<file path="src/rtl/ram_arbiter.sv">
// ram_arbiter: two-requester arbiter in front of a single-port word RAM.
// Requester A (datapath MAR/MDR) and requester B (I/O loader) share the RAM.
// A granted access holds its strobe for ACC_CYCLES cycles, then the grantee
// receives a one-cycle ack. Both ACCESS and RESP must complete before the
// arbiter accepts another request.
// Optional feature: define RAM_ARB_ROUND_ROBIN_EN for round-robin tie
// breaking. Without it, A always wins a tie.
module ram_arbiter #(
  parameter int ACC_CYCLES = 2
) (
  input  logic        clk,
  input  logic        clr,
  input  logic        a_req,
  input  logic        a_wr,
  input  logic [8:0]  a_addr,
  input  logic [31:0] a_wdata,
  output logic        a_ack,
  output logic [31:0] a_rdata,
  input  logic        b_req,
  input  logic        b_wr,
  input  logic [8:0]  b_addr,
  input  logic [31:0] b_wdata,
  output logic        b_ack,
  output logic [31:0] b_rdata,
  output logic        ram_read,
  output logic        ram_write,
  output logic [8:0]  ram_address,
  output logic [31:0] ram_wdata,
  input  logic [31:0] ram_rdata,
  output logic        busy,
  output logic        owner
);

  typedef enum logic [1:0] {
    IDLE   = 2'd0,
    ACCESS = 2'd1,
    RESP   = 2'd2
  } state_t;

  localparam logic [3:0] CNT_LOAD = 4'(ACC_CYCLES - 1);

  state_t      state_r;
  state_t      state_s;
  logic [3:0]  cnt_r;
  logic [3:0]  cnt_s;
  logic        wr_r;
  logic        grant_vld_s;
  logic        grant_s;
  logic        tie_b_s;
  logic        capture_s;
  logic        sel_wr_s;
  logic [8:0]  sel_addr_s;
  logic [31:0] sel_wdata_s;
  logic        wr_s;
  logic        owner_s;

`ifdef RAM_ARB_ROUND_ROBIN_EN
  logic        ptr_r;

  // Priority pointer: after every grant the other requester gets the next tie.
  always_ff @(posedge clk or negedge clr) begin
    if (!clr) begin
      ptr_r <= 1'b0;
    end else if (grant_vld_s) begin
      ptr_r <= ~grant_s;
    end else begin
      ptr_r <= ptr_r;
    end
  end

  // Tie winner comes from the pointer.
  always_comb begin
    tie_b_s = ptr_r;
  end
`else
  // Fixed priority: A wins every tie.
  always_comb begin
    tie_b_s = 1'b0;
  end
`endif

  // Next-state logic, arbitration and read-capture decision.
  always_comb begin
    state_s     = state_r;
    cnt_s       = cnt_r;
    grant_vld_s = 1'b0;
    grant_s     = 1'b0;
    capture_s   = 1'b0;
    case (state_r)
      IDLE: begin
        if (a_req || b_req) begin
          grant_vld_s = 1'b1;
          grant_s     = (a_req && b_req) ? tie_b_s : b_req;
          cnt_s       = CNT_LOAD;
          state_s     = ACCESS;
        end else begin
          state_s     = IDLE;
        end
      end
      ACCESS: begin
        if (cnt_r == 4'd0) begin
          state_s   = RESP;
          capture_s = ~wr_r;
        end else begin
          cnt_s     = cnt_r - 4'd1;
        end
      end
      RESP: begin
        state_s = IDLE;
      end
      default: begin
        state_s = IDLE;
      end
    endcase
  end

  // Mux the grantee's request fields and form the post-edge access type/owner.
  always_comb begin
    sel_wr_s    = a_wr;
    sel_addr_s  = a_addr;
    sel_wdata_s = a_wdata;
    if (grant_s) begin
      sel_wr_s    = b_wr;
      sel_addr_s  = b_addr;
      sel_wdata_s = b_wdata;
    end else begin
      sel_wr_s    = a_wr;
      sel_addr_s  = a_addr;
      sel_wdata_s = a_wdata;
    end
    if (grant_vld_s) begin
      wr_s    = sel_wr_s;
      owner_s = grant_s;
    end else begin
      wr_s    = wr_r;
      owner_s = owner;
    end
  end

  // State and cycle counter registers.
  always_ff @(posedge clk or negedge clr) begin
    if (!clr) begin
      state_r <= IDLE;
      cnt_r   <= 4'd0;
    end else begin
      state_r <= state_s;
      cnt_r   <= cnt_s;
    end
  end

  // Latch the grantee's request at grant so later input changes are ignored.
  always_ff @(posedge clk or negedge clr) begin
    if (!clr) begin
      wr_r        <= 1'b0;
      ram_address <= 9'd0;
      ram_wdata   <= 32'd0;
      owner       <= 1'b0;
    end else if (grant_vld_s) begin
      wr_r        <= sel_wr_s;
      ram_address <= sel_addr_s;
      ram_wdata   <= sel_wdata_s;
      owner       <= grant_s;
    end else begin
      wr_r        <= wr_r;
      ram_address <= ram_address;
      ram_wdata   <= ram_wdata;
      owner       <= owner;
    end
  end

  // Registered strobes, acks and busy, decoded from the upcoming state.
  always_ff @(posedge clk or negedge clr) begin
    if (!clr) begin
      ram_read  <= 1'b0;
      ram_write <= 1'b0;
      a_ack     <= 1'b0;
      b_ack     <= 1'b0;
      busy      <= 1'b0;
    end else begin
      ram_read  <= (state_s == ACCESS) && !wr_s;
      ram_write <= (state_s == ACCESS) && wr_s;
      a_ack     <= (state_s == RESP) && !owner_s;
      b_ack     <= (state_s == RESP) && owner_s;
      busy      <= (state_s != IDLE);
    end
  end

  // Read data capture on the final ACCESS edge, into the grantee's register only.
  always_ff @(posedge clk or negedge clr) begin
    if (!clr) begin
      a_rdata <= 32'd0;
      b_rdata <= 32'd0;
    end else if (capture_s) begin
      if (owner) begin
        b_rdata <= ram_rdata;
      end else begin
        a_rdata <= ram_rdata;
      end
    end else begin
      a_rdata <= a_rdata;
      b_rdata <= b_rdata;
    end
  end

endmodule

</file>
<file path="config.mk">
export PLATFORM = sky130hd
export DESIGN_NAME = ram_arbiter
export DESIGN_NICKNAME = d
export VERILOG_FILES = /design/src/rtl/ram_arbiter.sv
export SDC_FILE = /design/constraint.sdc
export NUM_CORES = 1
export LEC_CHECK = 0
export ABC_AREA = 1
export CAP_MARGIN = 5
export CORE_ASPECT_RATIO = 0.5
export CORE_MARGIN = 1
export CORE_UTILIZATION = 38
export CTS_BUF_LIST = sky130_fd_sc_hd__clkbuf_16
export DETAILED_ROUTE_END_ITERATION = 8
export GPL_ROUTABILITY_DRIVEN = 0
export GPL_TIMING_DRIVEN = 0
export PLACE_DENSITY = 0.77
export SLEW_MARGIN = 20
export SYNTH_ARGS = -nofsm -noshare
export SYNTH_HDL_FRONTEND = slang
export SYNTH_SLANG_ARGS = --single-unit
</file>
<file path="constraint.sdc">
create_clock -name clk -period 1.38 [get_ports clk]
set_input_delay 0.138 -clock clk [delete_from_list [all_inputs] [get_ports clk]]
set_output_delay 0.138 -clock clk [all_outputs]
set_load 0.005 [all_outputs]
</file>
# == After elaboration in Yosys (flattened, before gate mapping) ==
# Index checks and enable logic that the tools add are counted.
# word_totals
output_inout_bits,111
elab_cells,54
regBits,118
input_bits,120
# op_classes
bitwise,2
n_addsub,1
n_reduce_logical,15
mux,18
eq_ne,5
# op_table
cell,count
32-bit 2-to-1 mux,1
1-bit 2-to-1 mux,11
9-bit 2-to-1 mux,1
4-bit 2-to-1 mux,2
4-bit case mux with 2 select lines,1
1-bit logical AND,5
2-bit by 1-bit equality test with 1-bit output (second input constant),2
4-bit logical NOT,1
2-bit != test (second input constant),2
2-bit case mux with 2 select lines,1
2-bit AND reduction,2
2-bit nonzero test,2
4-bit by 1-bit subtractor with 4-bit output (second input constant),1
3-bit AND reduction,1
2-bit equality test (second input constant),1
1-bit logical NOT,2
2-bit logical NOT,1
2-bit 2-to-1 mux,1
1-bit inverter,2
1-bit logical OR,1

# == Depth between registers and ports, before layout ==
# Gate-level depths: netlist (run 1).
# logic_depth
word_depth,8
mapped_depth,8
ltp_nobuf,8

# == Least setup slack after synthesis (run 1) ==
# No wires, ideal clock.
# synth_path
path_kind,register to register
start,reg cnt_r[0]
end,reg a_rdata[10]
period_less_slack_ns,1.444
path_slack_ns,-0.064
setup_time_ns,0.065
path_buffers,1
arrival_ns,1.379
stages_incl_launch_ff,8
required_time_ns,1.315
path_cell_list,dfrtp_1 -> inv_1 -> ha_1 -> nand3_2 -> nor3_4 -> buf_6 -> nand3_1 -> nand2_1
# synth_via
elab_chain_cells,4
# synth_rtl
element,line_no,text
start: declaration,44,logic [3:0] cnt_r;
start signal: assignment,147,cnt_r <= cnt_s;
4-bit logical NOT,101,if (cnt_r == 4'd0) begin
1-bit 2-to-1 mux,101,
1-bit 2-to-1 mux,89,case (state_r)
2-bit AND reduction (no source line),-,
end signal: assignment,197,a_rdata <= ram_rdata;
end signal: assignment,200,a_rdata <= a_rdata;
end: declaration,18,"output logic [31:0] a_rdata,"
# Every way passes these cells.
# A chain may end at the register's enable or synchronous reset.

# == Worst setup path after layout (run 1) ==
# layout_path
start,reg cnt_r[0]
end,reg b_rdata[6]
# layout_via
elab_chain_cells,4
# layout_rtl
element,line_no,text
4-bit logical NOT,101,
1-bit 2-to-1 mux,101,
1-bit 2-to-1 mux,89,
2-bit AND reduction (no source line),-,
end signal: assignment,195,b_rdata <= ram_rdata;
end signal: assignment,201,b_rdata <= b_rdata;
end: declaration,24,"output logic [31:0] b_rdata,"
# Every way passes these cells.

==> summary.md, run 1 <==
| Metric | Value |
|---|---|
| Placement row count | `29` |
| Layout Area Growth over Synthesis | `88.0%` |
| Hold path start | `b_wdata[17]` |
| Library cells used by synthesis | `23` |
| Worst Hold Margin | `approximately 0.30 ns` |
| Synth top area share | `about three fifths` |
| Maximum capacitance violations | `0` |
| Synthesized area per cell | `~8.8 sq um` |
| Signal arrival time at the worst endpoint | `about 1.8 ns` |
| Crit path time final | `approximately 1.5 ns` |
| Die Outline Area | `about 0.014 sq mm` |
| Library cell used as clock root buffer | `clkbuf_16` |
| Critical-path cell list | `inv_2 > ha_4 > nand3_4 > nor2_4 > nand3_4 > buf_4 > nand2_1 > nand2_1` |
| Slowest stage delay, CP | `0.39 ns` |
| Final hold viol count | `0` |
| Status | `finished with violations` |
| Netlist area before placement | `0.00505 sq mm` |
| Most common library cell in the layout ignoring fill and taps | `dfrtp_1` |
| Capturing element type of the critical path | `flip-flop` |
| Final core utilization | `74.1%` |
| Worst slew margin relative to its limit | `between 50 and 60%` |
| First-pass GRT wire length | `around 26000 um` |
| Clock transition at the registers of the reported paths | `approximately 0.060 ns` |
| Total buffers and inverters traversed by the critical path | `2` |
| Residual DRC count | `0` |
| Die Span X | `between 150 and 200 um` |
| DRT iter0 DRCs | `396` |
| Peak supply drop | `roughly 1200 uV` |
| Critical Path RT | `between 1.5 and 2 ns` |
| Part of the power in the clock network | `roughly a fifth` |
| Cells after Synth | `~570` |
| Power density relative to cell area | `2290 mW/mm^2` |
| Buffer depth of the longest clock path | `2` |
| Synthesis-stage register bit count | `between 100 and 150` |
| TritonCTS clock tree | `built` |
| Final wirelength | `between 15000 and 20000 um` |
| Core area | `roughly 0.013 sq mm` |
| Post-route worst setup slack | `-0.120 ns` |
| Violations in the final reports | `negative setup slack` |
| Filler cell count | `between 800 and 900` |
| Effective utilization at floorplan | `between 30 and 40%` |
| Most frequent cells in the layout | `118 x dfrtp_1, 117 x clkdlybuf4s50_1, 108 x nand3_1` |
| Switching power | `between 8 and 9 mW` |
| Cell internal power dissipation | `between 10 and 15 mW` |
| Leakage Power | `roughly 4.2 nW` |
| Post-synthesis sequential area ratio | `approximately 60%` |
| Library cell contributing the largest single delay on the critical path | `dfrtp_1` |
| Switching Share | `between 30 and 40%` |
| Largest net degree at the start of global routing | `73` |
| Total via count after detailed routing | `between 5000 and 6000` |
| Clock buffers created by TritonCTS | `17` |
| Via density per instance | `~5.3` |
| Number of warnings issued by yosys | `0` |
| Classification of the worst-slack hold path | `input pin to flip-flop` |
| Critical path launch point type | `flip-flop` |
| Setup TNS | `-7.92 ns` |
| Via count of the first global-routing pass | `5290` |
| Top-Level Pins | `231` |
| Number of antenna cells inserted | `0` |
| Final setup violating endpoints | `roughly 110` |
| Cell taking the most area after synthesis | `dfrtp_1` |
| Share of cells above drive strength 1 | `between 30% and 40%` |
| Source of the worst register-to-register timing path | `cnt_r[0]` |
| Crit. Startpoint | `cnt_r[0]` |
| Final max-slew violation count | `0` |
| Aggregate global-route resource usage | `between 20% and 30%` |
| Buffers added on ports | `230` |
| Sum of overflow across all layers after global routing | `0` |
| Period utilisation layout | `109%` |
| Transition time of the tightest slew-check pin | `approximately 0.7 ns` |
| Count of nets left with antenna violations after detail routing | `0` |
| H-tree depth reported by CTS | `4` |
| Routed length per instance | `between 15 and 20 um` |
| Path type of the worst setup path | `flip-flop to flip-flop` |
| Sum of net half-perimeters after detailed placement | `~11000 um` |
| Nets | `992` |
| RSZ-0062 raised after global routing | `true` |
| Clk Latency, worst-skew pair | `between 0.4 and 0.5 ns` |
| Post-Synthesis Net Count | `between 600 and 700` |
| Gate power share | `between 40% and 50%` |
| Number of antenna violations at the first check in global routing | `0` |
| Proportion of power drawn by flip-flops and latches | `between 20 and 30%` |
| Top cells by area in the synthesized netlist | `dfrtp_1 59%, nand3_1 11%, nand2_1 10%, a21oi_1 8.2%, nor2_1 3.4%` |
| Post-route clock skew | `0.0138 ns` |
| Largest driver fanout on the critical path | `7` |
| Die outline height | `83.5 um` |
| Family with the most delay on the worst path | `simple AND/OR/NAND/NOR gates` |
| Number of detailed-route iterations in the first pass | `5` |
| Maximum clock frequency | `roughly 670 MHz` |
| Clock sink count | `about 120` |
-- power groups by stage --
| stage | registers [mW] | clock network (mW) | logic [mW] |
|---|---|---|---|
| 2_1_floorplan | 6.24 | 0 | 3.35 |
| 3_3_place_gp | 6.17 | 0 | 8.02 |
| 3_5_place_dp | 6.16 | 0 | 8.23 |
| 4_1_cts | 6.10 | 4.57 | 8.12 |
| 5_1_grt | 6.62 | 4.77 | 11.5 |
| 6_report | 6.44 | 4.58 | 10.7 |
-- sequential cells by signal, summed over array words and instances, names as in the netlist --
| register | count |
|---|---|
| b_ack | 1 |
| busy | 1 |
| wr_r | 1 |
| ram_read | 1 |
| state_r | 2 |
| ram_address | 9 |
| b_rdata | 32 |
| a_ack | 1 |
| owner | 1 |
| ram_wdata | 32 |
| ram_write | 1 |
| a_rdata | 32 |
| cnt_r | 4 |
-- worst min-delay path, delay by kind of cell --
family / cells / cell delay (ns)
buffers and inverters: 1 / 0.39
AND/OR/NAND/NOR: 1 / 0.08
AO/OA/AOI/OAI: 1 / 0.06
-- per-stage QoR --
stage | instance area, sq um | cells | power (mW) | setup slack, ns
after global routing | 9490 | 1051 | 22.9 | -0.204
after global placement | 7580 | 971 | 14.2 | -4.48
final | 9490 | 1051 | 21.8 | -0.120
after floorplan | 5070 | 571 | 9.58 | -0.0265
after detailed placement | 7610 | 972 | 14.4 | -0.555
after CTS | 8480 | 1028 | 18.8 | -0.0615
-- routing by layer --
metal,global-route usage (%),vias to the layer above,part of all wire [%]
li1,-,2505,-
met1,29.5,2756,41
met2,41.7,276,49
met3,6.21,57,6.5
met4,11.6,0,3.6
met5,0,-,0
-- path summary, 6_finish.rpt --
path                            endpoint  slack [ns]  cells after the start
setup / recovery              b_rdata[6]       -0.12                      8
hold / removal             ram_wdata[17]        0.30                      3
setup reg to reg              b_rdata[6]       -0.12                      8
hold reg to reg              b_rdata[11]        0.47                      2
max in group asynchronous    b_rdata[27]        0.36                      3
min in group asynchronous   ram_wdata[2]        0.33                      2
-- repair_timing --
item,in CTS,in global routing
pin swaps,20,28
endpoints found under the setup margin,220,115
gates cloned,3,11
buffers inserted,22,12
hold buffers,1,0
hold endpoints to repair,71,0
gates resized for setup,180,224
-- cell type report --
type                    count  area, sq um  area share [%]
flip-flops and latches    118         2950            31.1
clock inverters            13          165            1.74
clock buffers              17          425            4.48
inverters                  15         75.1           0.791
repair buffers            279         2740            28.9
plain buffers              39          398            4.19
multi-input cells         400         2510            26.5
well taps                 170          213            2.24
-- cell families after synthesis --
kind of cell               Yosys count  synth area share [%]
adders and majority gates            2                 0.496
and+or+nand+nor                    308                  26.5
buffers and inverters               54                  5.43
xor gates and xnor gates             2                 0.347
AOI/OAI and AO/OA                   87                  8.73
DFF                                118                  58.5
-- synthesized netlist by cell type, drive strengths merged --
master  number
a21oi       83
and2         1
buf         29
clkbuf      10
clkinv       1
dfrtp      118
ha           2
inv         14
nand2      142
nand3      114
nor2        50
nor3         1
o21ai        3
o22ai        1
xor2         2
Power figures use the tool's default switching activity.
==> inputs of run 2 (changes only) <==
--- a/config.mk
+++ b/config.mk
@@ -9,12 +9,12 @@
 export CAP_MARGIN = 5
 export CORE_ASPECT_RATIO = 0.5
 export CORE_MARGIN = 1
-export CORE_UTILIZATION = 38
+export CORE_UTILIZATION = 45
 export CTS_BUF_LIST = sky130_fd_sc_hd__clkbuf_16
 export DETAILED_ROUTE_END_ITERATION = 8
 export GPL_ROUTABILITY_DRIVEN = 0
 export GPL_TIMING_DRIVEN = 0
-export PLACE_DENSITY = 0.77
+export PLACE_DENSITY = 0.86
 export SLEW_MARGIN = 20
 export SYNTH_ARGS = -nofsm -noshare
 export SYNTH_HDL_FRONTEND = slang
==> constraint.sdc (replaced) <==
create_clock -name clk -period 1.9 [get_ports clk]
set_input_delay 0.19 -clock clk [delete_from_list [all_inputs] [get_ports clk]]
set_output_delay 0.19 -clock clk [all_outputs]
set_load 0.005 [all_outputs]
==> summary.md, run 2 (same netlist as run 1, synthesis figures left out) <==
| Metric | Value |
|---|---|
| Library cell used as clock root buffer | `clkbuf_16` |
| Source of the worst register-to-register timing path | `cnt_r[0]` |
| Post-route clock skew | `0.00724 ns` |
| Register-to-register setup slack | `between 0.1 and 0.15 ns` |
| Clock transition at the registers of the reported paths | `0.06 ns` |
| Most frequent cells in the layout | `229 x clkdlybuf4s50_1, 141 x nand2_1, 118 x dfrtp_1` |
| Post-route worst setup slack | `between 0.1 and 0.15 ns` |
| Via count of the first global-routing pass | `around 5400` |
| Transition time of the tightest slew-check pin | `roughly 0.52 ns` |
| Die outline height | `between 70 and 80 um` |
| Sum of overflow across all layers after global routing | `0` |
| Sum of net half-perimeters after detailed placement | `approximately 12000 um` |
| Crit path time final | `1.77 ns` |
| Largest net degree at the start of global routing | `66` |
| Core area | `around 0.011 sq mm` |
| Classification of the worst-slack hold path | `input pin to asynchronous set/reset pin` |
| Via density per instance | `roughly 5.4` |
| Final wirelength | `17100 um` |
| Period utilisation layout | `93.4%` |
| Critical Path RT | `between 2 and 2.5 ns` |
| Post-Place Setup Slack | `-0.131 ns` |
| Leakage Power | `roughly 3.6 nW` |
| Status | `completed` |
| Met3 demand-to-capacity share in global routing | `just over 8%` |
| DRT iter0 DRCs | `between 300 and 400` |
| Signal arrival time at the worst endpoint | `roughly 2.1 ns` |
| Clk Latency, worst-skew pair | `0.41 ns` |
| H-tree depth reported by CTS | `4` |
| TritonCTS clock tree | `built` |
| Effective utilization at floorplan | `between 40% and 50%` |
| Final max-slew violation count | `0` |
| Number of antenna cells inserted | `0` |
| Worst r2r path cells | `8` |
| Maximum clock frequency | `~560 MHz` |
| Layer carrying the most global-route usage | `met2` |
| Final setup violating endpoints | `0` |
| Capturing element type of the critical path | `flip-flop` |
| Peak supply drop | `around 830 uV` |
| Met2 demand-to-capacity share in global routing | `49.6%` |
| Final hold viol count | `0` |
| Die Outline Area | `between 0.01 and 0.015 sq mm` |
| Top-Level Pins | `~230` |
| Largest registers in the final layout | `a_rdata x32, b_rdata x32, ram_wdata x32` |
| Number of placed cells counting well taps | `about 940` |
| Path type of the worst setup path | `flip-flop to flip-flop` |
| Maximum capacitance violations | `0` |
| Clock sink count | `roughly 120` |
| First-pass GRT wire length | `27200 um` |
| Buffer depth of the longest clock path | `2` |
| Number of detailed-route iterations in the first pass | `5` |
| Count of nets left with antenna violations after detail routing | `0` |
| Routed length per instance | `roughly 18 um` |
| Power density relative to cell area | `around 1700 mW/mm^2` |
| Aggregate global-route resource usage | `30.4%` |
| Worst slew margin relative to its limit | `between 60% and 70%` |
| Number of antenna violations at the first check in global routing | `0` |
| Filler cell count | `730` |
| Share of cells above drive strength 1 | `a little over 8%` |
| RSZ-0062 raised after global routing | `false` |
| Total via count after detailed routing | `approximately 5300` |
| Residual DRC count | `0` |
| Critical path launch point type | `flip-flop` |
| Nets | `945` |
| Endpoint of the worst register-to-register path | `b_rdata[30]` |
| Clock buffers created by TritonCTS | `17` |
| Most common library cell in the layout ignoring fill and taps | `clkdlybuf4s50_1` |
| Largest driver fanout on the critical path | `10` |
| Buffers added on ports | `230` |
| Die Span X | `152 um` |
| Layout Area Growth over Synthesis | `61.1%` |
| Number of cells in the finished layout apart from fillers | `between 900 and 1000` |
| Met1 Usage GRT | `~37%` |
| Placement row count | `26` |
-- run 2: changes by cell type in the layout (fill, tap and decap cells not counted), sizes merged --
cell	delta
clkinvlp	+2
dlygate4sd2	-106
clkdlybuf4s50	+112
bufinv	-3
clkinv	+2
clkbuf	-2
o21ai	-1
dlymetal6s2s	-6
buf	-44
-- run 2: cell type report --
type | count | area, sq um | area share [%]
Multi-Input combinational cell | 399 | 1830 | 22.5
Timing Repair Buffer | 233 | 2360 | 29.0
Clock buffer | 17 | 425 | 5.23
Sequential cell | 118 | 2950 | 36.3
Tap cell | 140 | 175 | 2.15
Clock inverter | 14 | 114 | 1.40
Inverter | 15 | 56.3 | 0.692
Buffer | 39 | 218 | 2.68
-- run 2: per-stage QoR --
| step | util [%] | setup TNS [ns] | area (sq um) | total power [mW] | hold WS [ns] |
|---|---|---|---|---|---|
| 2_1_floorplan | - | 0 | 5050 | 6.93 | -0.106 |
| 3_3_place_gp | 71.4 | -462.37 | 7520 | 10.2 | 0.463 |
| 3_5_place_dp | 71.7 | -3.11 | 7550 | 10.4 | 0.182 |
| 4_1_cts | 76.9 | 0 | 8100 | 13.5 | 0.326 |
| 5_1_grt | 77.1 | 0 | 8130 | 14.4 | 0.359 |
| 6_report | 77.1 | 0 | 8130 | 13.6 | 0.314 |
-- run 2: per-layer routing --
metal	routed length [um]	vias up	share of wire (%)
li1	-	2405	-
met1	6930	2568	41
met2	8540	239	50
met3	1140	43	6.7
met4	484	0	2.8
met5	0	-	0
-- run 2: critical path, stage by stage, from the launching register on --
cell	delay, ns
dfrtp_1	0.35
inv_1	0.13
ha_1	0.19
nand3_2	0.15
nor2_2	0.24
nand3_1	0.21
buf_2	0.25
nand2_1	0.07
nand2_1	0.07
-- run 2: power breakdown --
group / switching [mW] / internal (mW) / total [mW]
sequential: 0.741 / 3.77 / 4.51
combinational: 2.89 / 3.19 / 6.08
clock: 1.19 / 1.77 / 2.96
-- run 2: what timing repair did --
action	in CTS	in global routing
hold buffers	1	0
endpoints found under the hold margin	53	0
buffers inserted	0	1
resized for setup	0	2
endpoints found under the setup margin	0	39
-- run 2: worst max-delay path by stage --
stage	start	slack (ns)	end
3_5_place_dp	b_req	-0.13	ram_wdata[11]
6_report	cnt_r[0]	0.13	b_rdata[30]
2_1_floorplan	cnt_r[0]	0.46	a_rdata[10]
3_3_place_gp	clr	-3.91	a_rdata[15]
5_1_grt	cnt_r[0]	0.02	b_rdata[14]
4_1_cts	cnt_r[0]	0.04	a_rdata[26]
==> inputs of run 3 (changes only) <==
--- a/config.mk
+++ b/config.mk
@@ -15,7 +15,8 @@
 export GPL_ROUTABILITY_DRIVEN = 0
 export GPL_TIMING_DRIVEN = 0
 export PLACE_DENSITY = 0.86
-export SLEW_MARGIN = 20
+export SLEW_MARGIN = 5
 export SYNTH_ARGS = -nofsm -noshare
 export SYNTH_HDL_FRONTEND = slang
 export SYNTH_SLANG_ARGS = --single-unit
+export TNS_END_PERCENT = 100
==> results of run 3 <==
Final layout, timing and power as in run 2 (identical DEF).
==> RTL change (settings of run 1) <==
The option `RAM_ARB_ROUND_ROBIN_EN` is turned on by a define.
--- a/src/rtl/ram_arbiter.sv
+++ b/src/rtl/ram_arbiter.sv
@@ -6,4 +6,6 @@
 // Optional feature: define RAM_ARB_ROUND_ROBIN_EN for round-robin tie
 // breaking. Without it, A always wins a tie.
+`define RAM_ARB_ROUND_ROBIN_EN
+
 module ram_arbiter #(
   parameter int ACC_CYCLES = 2
Formal check against the unedited RTL: not equivalent (a bounded check fails within 10 cycles, from zero or initial values).
==> RTL change against run 1 <==
Routed wire length shrank 16%; combinational power fell by 12%; cell area decreased by 7.5%; total power fell by 8.7%; sequential cell count up 1; final cell count fell by 2.6%; die area fell by 2.5%; setup slack better by 34 ps; synthesized area fell by 2.6%; critical path depth did not move; sequential power down 2%; the run still ends with negative setup slack left; clock skew shrank 3.8 ps; core utilization fell by 2.1 points.
==> RTL change: results (changes against run 1) <==
[status]
status = finished with violations
violations = negative setup slack

[setup_path]
slowest_delay_ps = 380
path_max_fanout = 10  ; +3
worst_ep_arrival_time_ps = 1810
crit_slowest_cell = dfrtp_1
cp_top_family = simple AND/OR/NAND/NOR gates

[grt]
globalRouteTotalUtil_pct = 24.2  ; -0.46 points
antenna_found_initial = 0  ; unchanged
grt_pass1_vias = 4880  ; -7.8%
grt_start_max_net_pins = 64  ; -12%
grt_pass1_wl_um = 24700  ; -5.8%

[synth]
synth-xor-area-share_pct = 0.178  ; -0.17 points
syn-num-nets = 685  ; -1.2%
synth_compound_area_share_pct = 0.865  ; -7.9 points
synthMuxAreaShare_pct = 0  ; unchanged
synth_most_common_cell = nand2_1
synthAdderAreaFrac_pct = 0.509  ; +0.013 points
synth_seq_area_share_pct = 60.6  ; +2.1 points
synthTopCellsByCount = nand2_1 (265), dfrtp_1 (119), nand3_1 (112), buf_2 (17), inv_1 (10)
ys_warn_count = 0  ; unchanged
ys_types = 22  ; -4.3%
async_reset_ff_share_pct = 100  ; unchanged
yosys-top-cells-area = dfrtp_1 (61%), nand2_1 (20%), nand3_1 (11%)

[pwr]
vdd_drop_max_v = 0.000973  ; -18%
swShare_pct = 37.4  ; -0.42 points
p_leak_uw = 0.00449  ; +5.9%

[min_path]
hp-class = in2async

[route]
wl_per_cell_um = 16.1  ; -14%
vias = 4954  ; -11%
drt-initial-drc-count = 249  ; -37%

[placed_design]
dpl-instance-area_um2 = 7470  ; -1.8%
dp.final_hpwl_um = 10800  ; -3.3%
pre_cts_ws_ps = -554  ; +0.446 ps

[layout]
antennaDiodeCount = 0  ; unchanged
nFillCells = 922  ; +5.6%
layout-drive-gt1-share_pct = 22.2  ; -9.7 points
layout.nets = 968  ; -2.4%

[clock_tree]
cts_buffers = 17  ; unchanged
cts_max_path_buffers = 2  ; unchanged
path_clk_slew_ps = 60  ; about the same
insertion_delay_ps = 400

[timing]
tightest_slew_ps = 553  ; -145 ps
skew_ps = 10.1  ; -3.76 ps
setup_violations = 72  ; -36%
timing.final.ws_setup_ps = -85.7  ; +34.4 ps

==> RTL change: cell types whose count changed in the layout (fill, tap and decap cells not counted), moves of 5 or more <==
cell      delta
nand2_2     -24
a21oi_2     -54
nand2_1    +130
buf_2        -5
nor2_2      -14
nand3_2     +29
buf_6       -12
nand2_4     +18
clkinv_4     +6
a21oi_1     -26
nand3_1     -30
nor2_4      -22
==> RTL change: worst paths after layout <==
| kind | start | slack, ps | cells past startpoint | to |
|---|---|---|---|---|
| worst max-delay path | cnt_r[0] | -90 | 8 | a_rdata[27] |
| worst min-delay path | clr | 280 | 2 | ram_address[7] |
| worst max register to register | cnt_r[0] | -90 | 8 | a_rdata[27] |
| worst min register to register | b_rdata[3] | 470 | 2 | b_rdata[3] |
| max in group asynchronous | clr | 400 | 3 | a_rdata[8] |
| min in group clk | a_wdata[24] | 280 | 3 | ram_wdata[24] |
==> RTL change: per-layer routing <==
metal / vias to the layer above / global-route usage (%) / part of all wire (%)
li1: 2378 / - / -
met4: 0 / 10.5 / 2.6
met3: 38 / 5.44 / 5.1
met1: 2378 / 29.4 / 42
met5: - / 0 / 0
met2: 160 / 42.4 / 50
==> RTL change: through the flow <==
stage,total power (µW),TNS [ps],std cells,utilization (%)
2_1_floorplan,9850,-1830,563,-
3_3_place_gp,14600,-560300,958,61.1
3_5_place_dp,14900,-35580,959,61.3
4_1_cts,18600,-2.45,1011,67.2
5_1_grt,21300,-10590,1024,72.0
6_report,19900,-3140,1024,72.0
==> RTL change: area by class of cell <==
class | count | share of cell area [%]
buffer | 31 | 3.48
clock buffer | 17 | 4.85
clock inverter | 15 | 1.48
inverter | 12 | 0.527
multi-input combinational | 401 | 24.7
sequential | 119 | 33.9
tap | 165 | 2.35
timing repair buffer | 264 | 28.7
==> RTL change: cell families after synthesis <==
kind of cell             count (synthesis)
AND/OR/NAND/NOR                        391
flip-flops                             119
buffers and inverters                   43
AO/OA/AOI/OAI                            7
adder cells (fa/ha/maj)                  2
XOR/XNOR                                 1
==> RTL change: repair_timing <==
item | in CTS | in global routing
hold buffers | 1 | 0
gates resized for setup | 150 | 127
pin swaps | 8 | 6
gates cloned | 0 | 4
setup endpoints to repair | 217 | 111
buffers inserted | 19 | 9
endpoints found under the hold margin | 56 | 0
==> RTL change: power groups by stage <==
stage | sequential [µW] | combinational [µW] | clock, µW
global placement | 6260 | 8340 | 0
detailed placement | 6290 | 8580 | 0
CTS | 6210 | 8220 | 4180
finish | 6290 | 9460 | 4130
floorplan | 6370 | 3480 | 0
global route | 6490 | 10400 | 4350
